**config.mk**
```make
export PLATFORM = sky130hd
export DESIGN_NAME = cast_vc_allocator_flat
export DESIGN_NICKNAME = d
export VERILOG_FILES = /design/src/rtl/cast_vc_allocator_pkg.sv /design/src/rtl/cast_vc_allocator_if.sv /design/src/rtl/cast_vc_allocator_rr_arbiter.sv /design/src/rtl/cast_vc_allocator.sv /design/src/flat_wrapper.sv
export SDC_FILE = /design/constraint.sdc
export NUM_CORES = 1
export LEC_CHECK = 0
export CAP_MARGIN = 10
export CELL_PAD_IN_SITES_DETAIL_PLACEMENT = 1
export CELL_PAD_IN_SITES_GLOBAL_PLACEMENT = 1
export CORE_ASPECT_RATIO = 2
export CORE_MARGIN = 2
export CORE_UTILIZATION = 40
export DETAILED_ROUTE_END_ITERATION = 10
export PLACE_DENSITY_LB_ADDON = 0.25
export SLEW_MARGIN = 15
export SYNTH_ARGS = -nofsm -noshare
export SYNTH_HDL_FRONTEND = slang
export SYNTH_HIERARCHICAL = 1
export SYNTH_SLANG_ARGS = --single-unit
```
**constraint.sdc**
```tcl
create_clock -name clk -period 4.46 [get_ports clk]
set_clock_uncertainty 0.15 [all_clocks]
set_input_delay 0.446 -clock clk [delete_from_list [all_inputs] [get_ports clk]]
set_output_delay 0.446 -clock clk [all_outputs]
set_load 0.03 [all_outputs]
```
**src/rtl/cast_vc_allocator_pkg.sv**
```systemverilog
// cast_alloc_pkg: shared types and helpers for the output-VC allocator and
// its round-robin arbiter.
//   vc_state_t     : per-output-VC occupancy (free / allocated)
//   FLIT_*         : two-bit flit type encodings carried on vc_flit_type
//   vcw()          : index width for a count of items (minimum 1 bit)
//   lsb_idx()      : index of the lowest set bit of a 32-bit vector (0 if none)
package cast_alloc_pkg;

   typedef enum logic {
      VC_FREE  = 1'b0,
      VC_ALLOC = 1'b1
   } vc_state_t;

   localparam logic [1:0] FLIT_HEAD     = 2'b00;
   localparam logic [1:0] FLIT_BODY     = 2'b01;
   localparam logic [1:0] FLIT_TAIL     = 2'b10;
   localparam logic [1:0] FLIT_HEADTAIL = 2'b11;

   function automatic int vcw(input int n);
      return (n > 1) ? $clog2(n) : 1;
   endfunction

   function automatic int unsigned lsb_idx(input logic [31:0] v);
      int unsigned idx;
      idx = 0;
      for (int i = 31; i >= 0; i--) begin
         if (v[i]) idx = unsigned'(i);
      end
      return idx;
   endfunction

endpackage

```
**src/rtl/cast_vc_allocator_if.sv**
```systemverilog
// cast_vc_allocator_if: request/grant and per-VC flit signalling between the
// route-compute stage, the allocator and the output-VC stages.
//   req          : head flit of input VC i targets this port
//   grant        : one-cycle one-hot grant pulse
//   grant_vc     : packed output-VC id per requester (VCW bits each)
//   vc_fire      : flit transferred on output VC v
//   vc_flit_type : two-bit flit type per output VC
//   vc_available : output VC v is free
//   timeout_err  : pulse on forced release of a stuck allocation
// master = requester/output-stage side, slave = allocator.
interface cast_vc_allocator_if #(
   parameter int NUM_IN = 5,
   parameter int NUM_VC = 2
) ();
   localparam int VCW = cast_alloc_pkg::vcw(NUM_VC);

   logic [NUM_IN-1:0]     req;
   logic [NUM_IN-1:0]     grant;
   logic [NUM_IN*VCW-1:0] grant_vc;
   logic [NUM_VC-1:0]     vc_fire;
   logic [NUM_VC*2-1:0]   vc_flit_type;
   logic [NUM_VC-1:0]     vc_available;
   logic                  timeout_err;

   modport master (
      output req, vc_fire, vc_flit_type,
      input  grant, grant_vc, vc_available, timeout_err
   );

   modport slave (
      input  req, vc_fire, vc_flit_type,
      output grant, grant_vc, vc_available, timeout_err
   );
endinterface

```
**src/rtl/cast_vc_allocator_rr_arbiter.sv**
```systemverilog
// cast_rr_arbiter: round-robin arbiter, combinational one-hot grant with a
// registered priority pointer.
//   clk, rst : clock, synchronous active-high reset (pointer to 0)
//   req_i    : request vector
//   en_i     : grant accepted; pointer moves to winner+1 (mod N)
//   gnt_o    : one-hot grant, first requester at or above the pointer,
//              wrapping to the lowest requester
module cast_rr_arbiter
   import cast_alloc_pkg::*;
#(
   parameter int N = 5
) (
   input  logic         clk,
   input  logic         rst,
   input  logic [N-1:0] req_i,
   input  logic         en_i,
   output logic [N-1:0] gnt_o
);
   localparam int PW = vcw(N);

   logic [PW-1:0] ptr_q;
   logic [N-1:0]  req_hi;
   int unsigned   win;

   always_comb begin
      req_hi = '0;
      for (int i = 0; i < N; i++) begin
         req_hi[i] = req_i[i] && (PW'(i) >= ptr_q);
      end
      win = (|req_hi) ? lsb_idx(32'(req_hi)) : lsb_idx(32'(req_i));
      gnt_o = '0;
      for (int i = 0; i < N; i++) begin
         gnt_o[i] = (|req_i) && (win == unsigned'(i));
      end
   end

   always_ff @(posedge clk) begin
      if (rst) begin
         ptr_q <= '0;
      end else if (en_i) begin
         ptr_q <= (win == unsigned'(N - 1)) ? '0 : PW'(win + 1);
      end
   end

endmodule

```
**src/rtl/cast_vc_allocator.sv**
```systemverilog
// cast_vc_allocator: output-VC allocator for one router output port. Shares
// NUM_VC output VCs among NUM_IN requesting input VCs, round-robin.
//   clk, rst : clock, synchronous active-high reset
//   bus      : cast_vc_allocator_if.slave (req in; grant, grant_vc,
//              vc_available, timeout_err out; vc_fire, vc_flit_type in)
// Optional: define CAST_VC_TIMEOUT_EN to reclaim an allocated VC that sees
// no flit for TIMEOUT cycles; otherwise timeout_err is tied 0.
//
// Per-VC state:
//   state    | meaning
//   VC_FREE  | VC unowned, may be granted
//   VC_ALLOC | VC owned by owner_q; freed on tail fire (or idle timeout)
module cast_vc_allocator
   import cast_alloc_pkg::*;
#(
   parameter int NUM_IN  = 5,
   parameter int NUM_VC  = 2,
   parameter int TIMEOUT = 1024
) (
   input logic                clk,
   input logic                rst,
   cast_vc_allocator_if.slave bus
);
   localparam int VCW = vcw(NUM_VC);
   localparam int IW  = vcw(NUM_IN);

   vc_state_t                  state_q [NUM_VC];
   logic [IW-1:0]              owner_q [NUM_VC];
   logic [NUM_IN-1:0]          req_q;
   logic [NUM_IN-1:0]          grant_q;
   logic [NUM_IN-1:0][VCW-1:0] gvc_q;

   logic [NUM_VC-1:0] free, rel, tmo;
   logic [NUM_IN-1:0] owned, rel_owner, elig, arb_gnt;
   logic              win_valid;
   logic [VCW-1:0]    vc_sel;
   logic [IW-1:0]     win_idx;

   always_comb begin
      free      = '0;
      rel       = '0;
      owned     = '0;
      rel_owner = '0;
      for (int v = 0; v < NUM_VC; v++) begin
         free[v] = (state_q[v] == VC_FREE);
         rel[v]  = !free[v] && bus.vc_fire[v] &&
                   (bus.vc_flit_type[2*v +: 2] == FLIT_TAIL);
         for (int i = 0; i < NUM_IN; i++) begin
            if (!free[v] && (owner_q[v] == IW'(i))) begin
               owned[i] = 1'b1;
               if (rel[v] || tmo[v]) rel_owner[i] = 1'b1;
            end
         end
      end
   end

   // Requesters that already own a VC are masked; nothing competes unless a
   // VC is free, so the pointer only moves on a real allocation.
   assign elig      = (|free) ? (req_q & ~owned) : '0;
   assign win_valid = |arb_gnt;
   assign vc_sel    = VCW'(lsb_idx(32'(free)));
   assign win_idx   = IW'(lsb_idx(32'(arb_gnt)));

   cast_rr_arbiter #(.N(NUM_IN)) u_arb (
      .clk   (clk),
      .rst   (rst),
      .req_i (elig),
      .en_i  (win_valid),
      .gnt_o (arb_gnt)
   );

   // Releases act on ALLOC VCs and allocation on the lowest FREE VC, so the
   // two never target the same VC in one cycle; a released VC is granted no
   // earlier than the following cycle.
   always_ff @(posedge clk) begin
      if (rst) begin
         req_q   <= '0;
         grant_q <= '0;
         gvc_q   <= '0;
         for (int v = 0; v < NUM_VC; v++) begin
            state_q[v] <= VC_FREE;
            owner_q[v] <= '0;
         end
      end else begin
         req_q   <= bus.req;
         grant_q <= arb_gnt;
         for (int v = 0; v < NUM_VC; v++) begin
            if (rel[v] || tmo[v]) begin
               state_q[v] <= VC_FREE;
            end else if (win_valid && (vc_sel == VCW'(v))) begin
               state_q[v] <= VC_ALLOC;
               owner_q[v] <= win_idx;
            end
         end
         for (int i = 0; i < NUM_IN; i++) begin
            if (arb_gnt[i])        gvc_q[i] <= vc_sel;
            else if (rel_owner[i]) gvc_q[i] <= '0;
         end
      end
   end

`ifdef CAST_VC_TIMEOUT_EN
   localparam int CW = $clog2(TIMEOUT + 1);

   logic [CW-1:0] idle_q [NUM_VC];
   logic          terr_q;

   always_comb begin
      tmo = '0;
      for (int v = 0; v < NUM_VC; v++) begin
         tmo[v] = (state_q[v] == VC_ALLOC) && !bus.vc_fire[v] &&
                  (idle_q[v] == CW'(TIMEOUT));
      end
   end

   // Counter is held at 0 while FREE, so a fresh grant starts from 0; it
   // saturates at TIMEOUT, where the forced release takes over.
   always_ff @(posedge clk) begin
      if (rst) begin
         terr_q <= 1'b0;
         for (int v = 0; v < NUM_VC; v++) idle_q[v] <= '0;
      end else begin
         terr_q <= |tmo;
         for (int v = 0; v < NUM_VC; v++) begin
            if (bus.vc_fire[v] || (state_q[v] == VC_FREE)) idle_q[v] <= '0;
            else if (idle_q[v] != CW'(TIMEOUT))            idle_q[v] <= idle_q[v] + 1'b1;
         end
      end
   end

   assign bus.timeout_err = terr_q;
`else
   logic unused_timeout;
   assign unused_timeout  = ^TIMEOUT;
   assign tmo             = '0;
   assign bus.timeout_err = 1'b0;
`endif

   assign bus.grant        = grant_q;
   assign bus.grant_vc     = gvc_q;
   assign bus.vc_available = free;

endmodule

```
**src/flat_wrapper.sv**
```systemverilog
// flat-port wrapper written by rule: the top's interface ports become plain ports
module cast_vc_allocator_flat import cast_alloc_pkg::*;
#(
   parameter int NUM_IN  = 5,
   parameter int NUM_VC  = 2,
   parameter int TIMEOUT = 1024
)
  (clk, rst, bus_req, bus_vc_fire, bus_vc_flit_type, bus_grant, bus_grant_vc, bus_vc_available, bus_timeout_err);
  cast_vc_allocator_if #(.NUM_IN(NUM_IN), .NUM_VC(NUM_VC)) bus_i ();
  input logic clk;
  input logic rst;
  input wire logic [$bits(bus_i.req)-1:0] bus_req;
  input wire logic [$bits(bus_i.vc_fire)-1:0] bus_vc_fire;
  input wire logic [$bits(bus_i.vc_flit_type)-1:0] bus_vc_flit_type;
  output wire logic [$bits(bus_i.grant)-1:0] bus_grant;
  output wire logic [$bits(bus_i.grant_vc)-1:0] bus_grant_vc;
  output wire logic [$bits(bus_i.vc_available)-1:0] bus_vc_available;
  output wire logic [$bits(bus_i.timeout_err)-1:0] bus_timeout_err;
  assign bus_i.req = bus_req;
  assign bus_i.vc_fire = bus_vc_fire;
  assign bus_i.vc_flit_type = bus_vc_flit_type;
  assign bus_grant = bus_i.grant;
  assign bus_grant_vc = bus_i.grant_vc;
  assign bus_vc_available = bus_i.vc_available;
  assign bus_timeout_err = bus_i.timeout_err;
  cast_vc_allocator #(.NUM_IN(NUM_IN), .NUM_VC(NUM_VC), .TIMEOUT(TIMEOUT)) u_core (.clk(clk), .rst(rst), .bus(bus_i));
endmodule
```
# Word-level counts from Yosys, hierarchy flattened
# Memory sizes are Yosys's and may differ from the RTL's.
# Cells that the tools add are included.
[classes]
muxes = 77
order_cmp = 5
reduce_logical = 38
eq_ne = 14
bitwise = 11
add_sub_neg = 1
[op_table]
columns = ["cell", "n"]
rows = [
  ["$mux 32", 9],
  ["$eq 32x2->1 const B", 2],
  ["$mux 1", 57],
  ["$eq 32x1->1 const B", 1],
  ["$eq 32x3->1 const B", 1],
  ["$logic_not 32->1", 1],
  ["$mux 3", 10],
  ["$logic_and 1x1->1", 26],
  ["$reduce_or 5->1", 3],
  ["$eq 3x2->1 const B", 4],
  ["$reduce_bool 2->1", 5],
  ["$eq 3x1->1 const B", 2],
  ["$eq 3x3->1 const B", 2],
  ["$ge 1x3->1 const A", 2],
  ["$ge 2x3->1 const A", 2],
  ["$logic_not 3->1", 2],
  ["$or 1x1->1", 6],
  ["$and 5x5->5", 1],
  ["$mux 5", 1],
  ["$not 5->5", 1],
  ["$eq 2x2->1 const B", 2],
  ["$add 3x1->3 const B", 1],
  ["$ge 3x3->1 const A", 1],
  ["$not 1->1", 3],
  ["$reduce_or 2->1", 1],
]
[word_totals]
input_bits = 13
mem_bits_rw = 8
regBits = 18
word_cells = 156
out_inout_bits = 13
n_memories = 2
[memory_table]
columns = ["name", "depth", "word_bits", "rd", "rd_clocked_by_memory_dff", "wr", "line_no", "source"]
rows = [
  ["u_core.owner_q", 2, 3, 2, 0, 2, "cast_vc_allocator.sv:28", "logic [IW-1:0] owner_q [NUM_VC];"],
  ["u_core.state_q", 2, 1, 2, 0, 2, "cast_vc_allocator.sv:27", "vc_state_t state_q [NUM_VC];"],
]

# Longest topological paths before layout
# Gate-level depths: netlist of the first run.
# An unclocked memory read counts as a cell.
[logic_depth]
ltp_word = 24
ltp_mapped = 17
mapped_depth_nobuf = 16

# Cells and area by module
# The synthesis of the first run kept the hierarchy.
[modules_own_cells]
columns = ["module", "instances", "area_each_um2", "cells_per_inst"]
rows = [
  ["cast_vc_allocator", 1, 1076.0, 106],
  ["cast_rr_arbiter", 1, 446.7, 54],
]

# Least setup slack after synthesis of the first run
# No wires, ideal clock.
[synth_path]
path_kind = "register -> register"
startpoint = "memory u_core/state_q[0] (netlist bit)"
endpoint = "memory u_core/state_q[0] (netlist bit) (enable)"
t_arrival_ns = 3.304
n_path_buf = 1
stages_incl_launch_ff = 16
setup_ns = 0.247
slack_ns = 0.760
cell_sequence = "edfxtp_1 buf_2 nand2_1 nand2_1 nor3_1 nor2b_2 o21a_1 nor2_1 a21o_1 ha_1 ha_1 a21boi_0 or3_4 nor3_4 inv_2 a211o_1"
[synth_lines]
columns = ["element", "line_no"]
rows = [
  ["start, declared", "cast_vc_allocator.sv:27"],
]

==> results.sh, run 1 <==
export IMPL_status="finished clean"
export IMPL_first_pass_iters=4
export IMPL_worst_setup_path_type="reg -> reg"
export IMPL_drt_vias_per_instance=5.78
export IMPL_synth_area_mm2=0.00152
export IMPL_synth_seq_area_share_pct=38.8
export IMPL_vias=1347
export IMPL_drv_cap=0
export IMPL_synthTopCellsByArea="dfxtp_1, edfxtp_1, nor2b_1, ha_1, nand2_1"
export IMPL_cp_buffers_inverters=1
export IMPL_yosysWarnings=6
export IMPL_synth_xor_area_share_pct=0
export IMPL_fin_crit_ns=4.18
export IMPL_clk_latency_ns=0.27
export IMPL_path_clk_slew_ns=0.09
export IMPL_cts_tree="yes"
export IMPL_ctsRootBufferMaster="clkbuf_8"
export IMPL_synth_area_mux_share_pct=0.657
export IMPL_numPortBuffers=24
export IMPL_htree_levels=1
export IMPL_slowest_delay_ns=0.52
export IMPL_worstPathArrival_ns=4.06
export IMPL_synth_edf_count=7
export IMPL_overflow=0
export IMPL_finalPower_mw=1.19
export IMPL_grt_max_degree=25
export IMPL_yosys_area_share_simple_pct=31.6
export IMPL_hold_viol_final=0
export IMPL_setup_viol=0
export IMPL_cts_buffers=3
export IMPL_ys_async_sr_fraction_pct=0
export IMPL_crit_path_cell_trace="nand2_1 > nand2_1 > nor3_1 > a21bo_1 > a21oi_2 > nor2_1 > a21o_1 > ha_1 > ha_1 > a21boi_0 > or3_4 > nor3_4 > inv_2 > a211o_1"
export IMPL_post_synth_cell_area_avg_um2=9.52
export IMPL_dr_first_iter_drc_count=25
export IMPL_syn_nets=178
export IMPL_grt_pass1_wl_um=6980
export IMPL_leakagePower_nw=0.686
export IMPL_layout_nets=203
export IMPL_hold_path_class="reg -> reg"
export IMPL_syn_instance_count=160
export IMPL_drcViolationCount=0
export IMPL_synth_commonest_cells="dfxtp_1, nand2_1, nor2_1, nor2b_1, inv_1"
export IMPL_crit_path_start_kind="register"
export IMPL_grt_antenna_before_repair=0
export IMPL_post_cts_buffers=0
export IMPL_syn_to_final_growth_pct=23.5
export IMPL_die_w_um=47.6
export IMPL_dieHeight_um=91.3
export IMPL_dp_hpwl_um=3580
export IMPL_yosysUniqueCellTypes=54
export IMPL_ys_ff_latch=26
export IMPL_max_slew_margin_rel_pct=40.9
export IMPL_grt_pass1_vias=1489
export IMPL_core_area_mm2=0.00365
export IMPL_tightest_slew_ns=0.883
export IMPL_yosysMostFrequentCell="dfxtp_1"
export IMPL_gp_congestion=0.872
export IMPL_end_kind="register"
export IMPL_ios=26
export IMPL_row_count=31
export IMPL_crit_family="simple AND/OR/NAND/NOR gates"
export IMPL_layout_drive_gt1_share_pct=12.0
export IMPL_synthAdderAreaFrac_pct=4.11
export IMPL_synthFlopType="dfxtp_1"
export IMPL_postRouteAntennaNets=0
export IMPL_hold_ws_ns=0.457
export IMPL_synth_top_family_by_area="simple AND/OR/NAND/NOR gates"
export IMPL_synth_top_area_cell="dfxtp_1"
export IMPL_final_period_utilization_pct=93.6
export IMPL_required_ns=4.35
export IMPL_clockBufferDepth=2
export IMPL_p_per_area_mw_per_mm2=631
export IMPL_wl_um=4380
export IMPL_wire_per_inst_um=18.8
export IMPL_slowest_stage="edfxtp_1"
export IMPL_die_area_mm2=0.00435
export IMPL_tns_ns=0
export IMPL_synth_compound_area_share_pct=20.6
export IMPL_maxSlewViolCount=0
export IMPL_vdd_drop_max_uv=353
export IMPL_num_antenna_cells=0
export IMPL_start_util_pct=41.8
export IMPL_grt_total_usage_pct=22.3
export IMPL_critPathMaxFanout=11
export IMPL_rsz0062_at_grt="false"
export IMPL_yosysTopAreaCellShare_pct=25.0
export IMPL_fmax_ghz=0.239
export IMPL_cts_sinks=26
## per-stage QoR
| step | instance area, um2 | cells | util (%) | setup WS, ns |
|---|---|---|---|---|
| 2_1_floorplan | 1520 | 160 | - | 0.760 |
| 3_3_place_gp | 1800 | 229 | 49.5 | 0.501 |
| 3_5_place_dp | 1800 | 229 | 49.5 | 0.280 |
| 4_1_cts | 1880 | 233 | 51.4 | 0.267 |
| 5_1_grt | 1880 | 233 | 51.6 | 0.0142 |
| 6_report | 1880 | 233 | 51.6 | 0.283 |
## metal layers
metal	vias to the layer above	GRT usage [%]	wire, um
met2	33	41.0	2480
met5	-	0	0
met1	661	21.0	1530
met4	0	12.2	264
met3	16	2.98	114
li1	637	-	-
## layout make-up
cell class | instances | area, um2
Inverter | 11 | 41.3
Clock buffer | 3 | 41.3
Multi-Input combinational cell | 119 | 876
Fill cell | 466 | 1770
Tap cell | 49 | 61.3
Sequential cell | 26 | 591
Timing Repair Buffer | 24 | 240
Clock inverter | 1 | 30.0
## logic make-up after synthesis
group | count (synthesis)
compound gates | 38
fa+ha+maj | 5
buf+inv | 15
simple gates | 74
flops | 26
other cells | 1
mux | 1
## path summary, 6_finish.rpt
| kind | cells past startpoint | from | to | slack (ns) |
|---|---|---|---|---|
| min | 2 | u_core/u_arb/ptr_q[1] | u_core/u_arb/ptr_q[1] | 0.46 |
| max reg2reg | 14 | u_core/state_q[0] | u_core/state_q[0] | 0.28 |
| min reg2reg | 2 | u_core/u_arb/ptr_q[1] | u_core/u_arb/ptr_q[1] | 0.46 |
| max | 14 | u_core/state_q[0] | u_core/state_q[0] | 0.28 |
## power by group
| part | switching [mW] | internal [mW] | total, mW |
|---|---|---|---|
| sequential | 0.0754 | 0.318 | 0.393 |
| combinational | 0.360 | 0.237 | 0.597 |
| clock | 0.0760 | 0.120 | 0.196 |
| total | 0.512 | 0.675 | 1.19 |
## repair_timing
action | in CTS | in global routing
hold buffers | 0 | 0
endpoints found under the setup margin | 0 | 2
gates resized for setup | 0 | 1
## tightest hold or removal path: stages, from the launching register on
cell and delay, ns:
dfxtp_1 0.36, mux2i_1 0.15, nor2_1 0.05
## sequential cells by signal, indices dropped and copies added (netlist names)
name and count:
u_core/bus.grant_vc 5, u_core/req_q 5, u_core/owner_q 6, u_core/state_q 2
u_core/u_arb/ptr_q 3, u_core/bus.grant 5
## cells in the final DEF (no fill, tap or decap), drive strengths merged, types with 2 or more instances in the layout
cell type	n
clkdlybuf4s50	24
dfxtp	19
nand2	14
nor2	12
nor2b	12
inv	11
nor3	8
edfxtp	7
o21ai	7
nor3b	5
a32o	5
ha	5
a21oi	5
a211oi	4
clkbuf	3
and4bb	3
o21bai	3
and3	3
and4b	3
nor4b	2
nand2b	2
o21a	2
a221oi	2
a21o	2
or3	2
No activity file was read; power rests on OpenSTA's default activity.
==> inputs of run 2 (changes only) <==
- CAP_MARGIN: 10 -> 20
==> results of run 2 <==
Same layout as run 1: the final DEF is identical, and so are final timing and power.
